**config.mk**
```make
export PLATFORM = sky130hd
export DESIGN_NAME = matrix_scan_driver
export DESIGN_NICKNAME = d
export VERILOG_FILES = /design/src/rtl/matrix_pkg.sv /design/src/rtl/matrix_row_decoder.sv /design/src/rtl/matrix_scan_driver.sv
export SDC_FILE = /design/constraint.sdc
export NUM_CORES = 1
export LEC_CHECK = 0
export ABC_AREA = 1
export CORE_MARGIN = 2
export CORE_UTILIZATION = 30
export DETAILED_ROUTE_END_ITERATION = 7
export GPL_ROUTABILITY_DRIVEN = 1
export PLACE_DENSITY_LB_ADDON = 0.08
export SLEW_MARGIN = 20
export SYNTH_ARGS = -nofsm -noshare
export SYNTH_HDL_FRONTEND = slang
export SYNTH_HIERARCHICAL = 1
export SYNTH_SLANG_ARGS = --single-unit
```
**constraint.sdc**
```tcl
create_clock -name clk -period 1.9 [get_ports clk]
set_clock_uncertainty 0.2 [all_clocks]
set_input_delay 0.285 -clock clk [delete_from_list [all_inputs] [get_ports clk]]
set_output_delay 0.285 -clock clk [all_outputs]
set_load 0.05 [all_outputs]
```
**src/rtl/matrix_pkg.sv**
```systemverilog
// Shared types and constants for the 7x5 dot-matrix row scanner.
package matrix_pkg;

  localparam int ROWS   = 7;
  localparam int COLS   = 5;
  localparam int PIXELS = ROWS * COLS;
  localparam int ROW_W  = $clog2(ROWS);
  localparam int PIX_W  = $clog2(PIXELS);

  typedef enum logic [1:0] {
    IDLE  = 2'd0,
    BLANK = 2'd1,
    DRIVE = 2'd2
  } scan_state_t;

  localparam logic [ROWS-1:0] ROW_OFF = {ROWS{1'b1}};
  localparam logic [COLS-1:0] COL_OFF = '0;

  // Counter width sized for the longer of the two phases, never below one bit.
  function automatic int cnt_width(input int a, input int b);
    int m;
    m = (a > b) ? a : b;
    return (m <= 1) ? 1 : $clog2(m);
  endfunction

  function automatic logic [COLS-1:0] row_pixels(input logic [PIXELS-1:0] f,
                                                 input logic [ROW_W-1:0]  r);
    logic [PIX_W-1:0] base;
    base = PIX_W'(r) * PIX_W'(COLS);
    return f[base +: COLS];
  endfunction

endpackage

```
**src/rtl/matrix_row_decoder.sv**
```systemverilog
// Row index to active-low one-hot row drive; combinational, registered by the parent.
module matrix_row_decoder
  import matrix_pkg::*;
(
  input  logic [ROW_W-1:0] row,
  input  logic             en,
  output logic [ROWS-1:0]  row_n
);

  always_comb begin
    row_n = ROW_OFF;
    for (int i = 0; i < ROWS; i++) begin
      if (en && (row == ROW_W'(i))) begin
        row_n[i] = 1'b0;
      end
    end
  end

endmodule

```
**src/rtl/matrix_scan_driver.sv**
```systemverilog
// Row-scanning LED matrix driver: snapshot a frame, then blank/drive each row in turn.
//
// Handshake: there is no valid/ready pair here. enable is a level; latch marks the
// edge where frame was sampled into the shadow register, frame_done marks the end of
// the last row's drive slot. Upstream may change frame freely between latch pulses.
module matrix_scan_driver
  import matrix_pkg::*;
#(
  parameter int DRIVE_CYC = 1000,
  parameter int BLANK_CYC = 8
) (
  input  logic              clk,
  input  logic              nrst,
  input  logic              enable,
  input  logic [PIXELS-1:0] frame,
  output logic [ROWS-1:0]   row_n,
  output logic [COLS-1:0]   col,
  output logic              latch,
  output logic              frame_done,
  output scan_state_t       state_dbg
);

  localparam int CW = cnt_width(DRIVE_CYC, BLANK_CYC);
  localparam logic [CW-1:0]    DRIVE_LAST = CW'(DRIVE_CYC - 1);
  localparam logic [CW-1:0]    BLANK_LAST = CW'(BLANK_CYC - 1);
  localparam logic [ROW_W-1:0] ROW_LAST   = ROW_W'(ROWS - 1);

  scan_state_t       state;
  logic [ROW_W-1:0]  row;
  logic [CW-1:0]     cnt;
  logic [PIXELS-1:0] shadow;
  logic [ROWS-1:0]   dec_row_n;

  matrix_row_decoder u_row_decoder (
    .row   (row),
    .en    (1'b1),
    .row_n (dec_row_n)
  );

  assign state_dbg = state;

  always_ff @(posedge clk or negedge nrst) begin
    if (!nrst) begin
      state      <= IDLE;
      row        <= '0;
      cnt        <= '0;
      shadow     <= '0;
      row_n      <= ROW_OFF;
      col        <= COL_OFF;
      latch      <= 1'b0;
      frame_done <= 1'b0;
    end else begin
      latch      <= 1'b0;
      frame_done <= 1'b0;
      case (state)
        IDLE: begin
          row_n <= ROW_OFF;
          col   <= COL_OFF;
          if (enable) begin
            state  <= BLANK;
            row    <= '0;
            cnt    <= '0;
            shadow <= frame;
            latch  <= 1'b1;
          end
        end

        BLANK: begin
          if (!enable) begin
            state <= IDLE;
            row   <= '0;
            cnt   <= '0;
            row_n <= ROW_OFF;
            col   <= COL_OFF;
          end else if (cnt == BLANK_LAST) begin
            state <= DRIVE;
            cnt   <= '0;
            row_n <= dec_row_n;
            col   <= row_pixels(shadow, row);
          end else begin
            cnt <= cnt + 1'b1;
          end
        end

        DRIVE: begin
          // Disable wins over a coincident wrap, so no pulses are emitted then.
          if (!enable) begin
            state <= IDLE;
            row   <= '0;
            cnt   <= '0;
            row_n <= ROW_OFF;
            col   <= COL_OFF;
          end else if (cnt == DRIVE_LAST) begin
            state <= BLANK;
            cnt   <= '0;
            row_n <= ROW_OFF;
            col   <= COL_OFF;
            if (row == ROW_LAST) begin
              row        <= '0;
              shadow     <= frame;
              latch      <= 1'b1;
              frame_done <= 1'b1;
            end else begin
              row <= row + 1'b1;
            end
          end else begin
            cnt <= cnt + 1'b1;
          end
        end

        default: begin
          state <= IDLE;
          row   <= '0;
          cnt   <= '0;
          row_n <= ROW_OFF;
          col   <= COL_OFF;
        end
      endcase
    end
  end

endmodule

```
==> impl_metrics.toml <==
[power]
switchingPower_mw = 3.21
p_per_area_mw_per_mm2 = 1460
p_int_mw = 4.13
power_leakage_nw = 2.34
finalPower_mw = 7.34
clockPowerShare_pct = 15.7
combPwrFrac_pct = 54.1
ir_drop_mv = 0.558
swShare_pct = 43.8
seqPwrFrac_pct = 30.1

[clocking]
cts_root_buffer = "clkbuf_8"
htree_num_levels = 3
clock_latency_ns = 0.34
cts_tree = "yes"
cts_sinks = 64
cts.clk_slew.worst_paths_ns = 0.08
clock_tree.buffer_depth = 2
numCtsBuffers = 9

[global_routing]
grt_pass1_vias = 3058
grt_pass1_wl_um = 15300
grt_antenna_before_repair = 0
grtUsageTotal_pct = 17.1
grt-ovfl-total = 0
grt_max_degree = 48

[die]
dieArea_sq_mm = 0.0116
die_w_um = 108
die_height_um = 108
pin_count = 54
rows = 37
initial_core_util_pct = 31.0
core_sq_mm = 0.0104

[route]
wl_per_cell_um = 14.8
ant_nets = 0
routed_wl_um = 9750
drt_iter0_drc = 146
drt-pass1-iter-count = 4
num_vias = 3042
drc = 0
viasPerCell = 4.63

[outcome]
violations = "setup timing"
outcome = "finished with violations"

[finish]
n_antenna_cell = 0
syn2layout_area_growth_pct = 56.0
stdcell_count = 657
fin_area_sq_mm = 0.00501
finalNetCount = 559
layout-drive-gt1-share_pct = 34.0

[timing]
setup_violations = 26
fmax_mhz = 518
fin_crit_sh_pct = 102
rsz0062_at_grt = "yes"
drv_slew = 0
period_minus_slack_ns = 1.93
hold_ws_ns = 0.220
fin_ws_ns = -0.0316
finalHoldViolations = 0

[setup_path]
worst-r2r-cell-count = 10
regToRegSetupSlack_ns = -0.03
arrival_ns = 2.01
r2r-end = "shadow[1]$_DFFE_PN0P_"
crit_type = "register to register"
cp-end-kind = "register"
worstSetupStartpointType = "register"
crit_required_ns = 1.97
reg2reg_from = "cnt[1]$_DFFE_PN0P_"
timing.critical_path.to = "shadow[1]$_DFFE_PN0P_"
crit_start = "cnt[1]$_DFFE_PN0P_"
critical_path.max_fanout = 5

[min_path]
hold_path_class = "input port to async pin"

[synth]
synth-seq-cells = 64
synth_cells = 404
synth-main-ff-cell = "dfrtp_1"
seq_area_frac_synth_pct = 50.1
synth-async-reset-ratio_pct = 100
synth_area_leader_cell = "dfrtp_1"
yosys.area.top_type_share_pct = 44.4
synth.area.top_cells = "dfrtp_1 44%, nand2_1 15%, nand3_1 7.5%"
synth_area_per_cell_sq_um = 7.96
synth_edf_count = 0
netlist_area_sq_mm = 0.00322
synth_cell_types = 33
yosysWarnings = 6

[placed_design]
portBuffers = 53
dp.cells = 611
dp_slack_ns = -0.229
post_dp_cell_area_sq_mm = 0.00414
dp_hpwl_um = 5990
globalplace.congestion = 0.870

[run]
drv_cap = 0
-- power by group through the flow --
| stage | registers, mW | clock network [mW] | logic (mW) |
|---|---|---|---|
| global placement | 2.19 | 0 | 2.60 |
| global route | 2.26 | 1.25 | 4.35 |
| floorplan | 2.32 | 0 | 1.65 |
| detailed placement | 2.19 | 0 | 2.63 |
| finish | 2.21 | 1.15 | 3.97 |
| CTS | 2.16 | 1.19 | 3.30 |
-- area by class of cell --
class,instances,area [sq um]
Sequential cell,64,1610
Tap cell,136,170
Fill cell,1031,5360
Multi-Input combinational cell,303,1770
Inverter,29,136
Clock buffer,16,190
Timing Repair Buffer,108,1130
Timing Repair inverter,1,8.76
-- through the flow --
step,TNS [ns],utilization (%)
final,-0.384,48.4
after detailed placement,-9.79,40.0
after global routing,-4.83,48.4
after CTS,-0.937,44.3
after global placement,-8.81,40.0
after floorplan,-2.31,-
-- critical path, stage by stage, from the launching register on --
cell and delay, ns:
dfrtp_1 0.36, ha_2 0.19, nand2_2 0.07, nor2_4 0.12
nand3_2 0.08, or2_4 0.25, o21ai_4 0.12, buf_8 0.20
buf_12 0.14, nand3_1 0.06, nand2_1 0.06
-- worst min-delay path by stage --
stage,to,start
after floorplan,cnt[0]$_DFFE_PN0P_,nrst
after global placement,cnt[8]$_DFFE_PN0P_,nrst
after detailed placement,cnt[8]$_DFFE_PN0P_,nrst
after CTS,cnt[8]$_DFFE_PN0P_,nrst
after global routing,cnt[8]$_DFFE_PN0P_,nrst
final,cnt[8]$_DFFE_PN0P_,nrst
-- Yosys cell counts (2+ instances only) --
cell,number
o21ai_0,19
inv_2,3
nand2_2,3
nand3_1,48
o21ai_1,3
nor2_1,55
o2bb2ai_1,3
nor2_2,2
a21oi_1,7
dfstp_2,7
ha_1,5
xor2_1,6
clkbuf_1,6
o21bai_1,2
nand2_1,129
inv_1,24
dfrtp_1,57
nand4_1,4
buf_6,7
-- kinds of logic after synthesis --
group,count (synthesis),synth area share (%)
buffers and inverters,44,7.08
adders and majority gates,5,1.95
AOI/OAI and AO/OA,39,7.20
DFF,64,50.1
other,1,0.117
and+or+nand+nor,245,31.9
xor gates and xnor gates,6,1.63
-- flip-flops by register name (all words and copies together) (netlist names) --
| name | count |
|---|---|
| cnt | 10 |
| col | 5 |
| frame_done | 1 |
| latch | 1 |
| row | 3 |
| row_n | 7 |
| shadow | 35 |
| state_dbg | 2 |
-- routing by layer --
metal,up-vias,GRT usage (%),wire length (um)
met5,-,0,0
met4,0,6.23,295
met3,25,3.69,393
met2,81,27.6,4590
met1,1411,22.7,4470
li1,1525,-,-
-- cell usage in the layout, fill, tap and decap left out, drive strengths merged, types with 2 or more instances in the layout --
cell type      count
nand2            139
buf               70
dfrtp             57
nor2              57
nand3             48
clkdlybuf4s50     36
inv               27
o21ai             23
clkbuf            17
dfstp              7
a21oi              7
xor2               6
ha                 5
nand4              4
o2bb2ai            3
clkinv             3
conb               2
o21bai             2
-- what timing repair did --
action	in CTS	in global routing
setup buffers	10	11
cloned	5	6
endpoints found under the hold margin	10	0
hold buffers	1	0
resized for setup	23	81
pin swaps	6	32
setup endpoints to repair	36	62
Note: power is estimated with default switching activity, not from simulation.
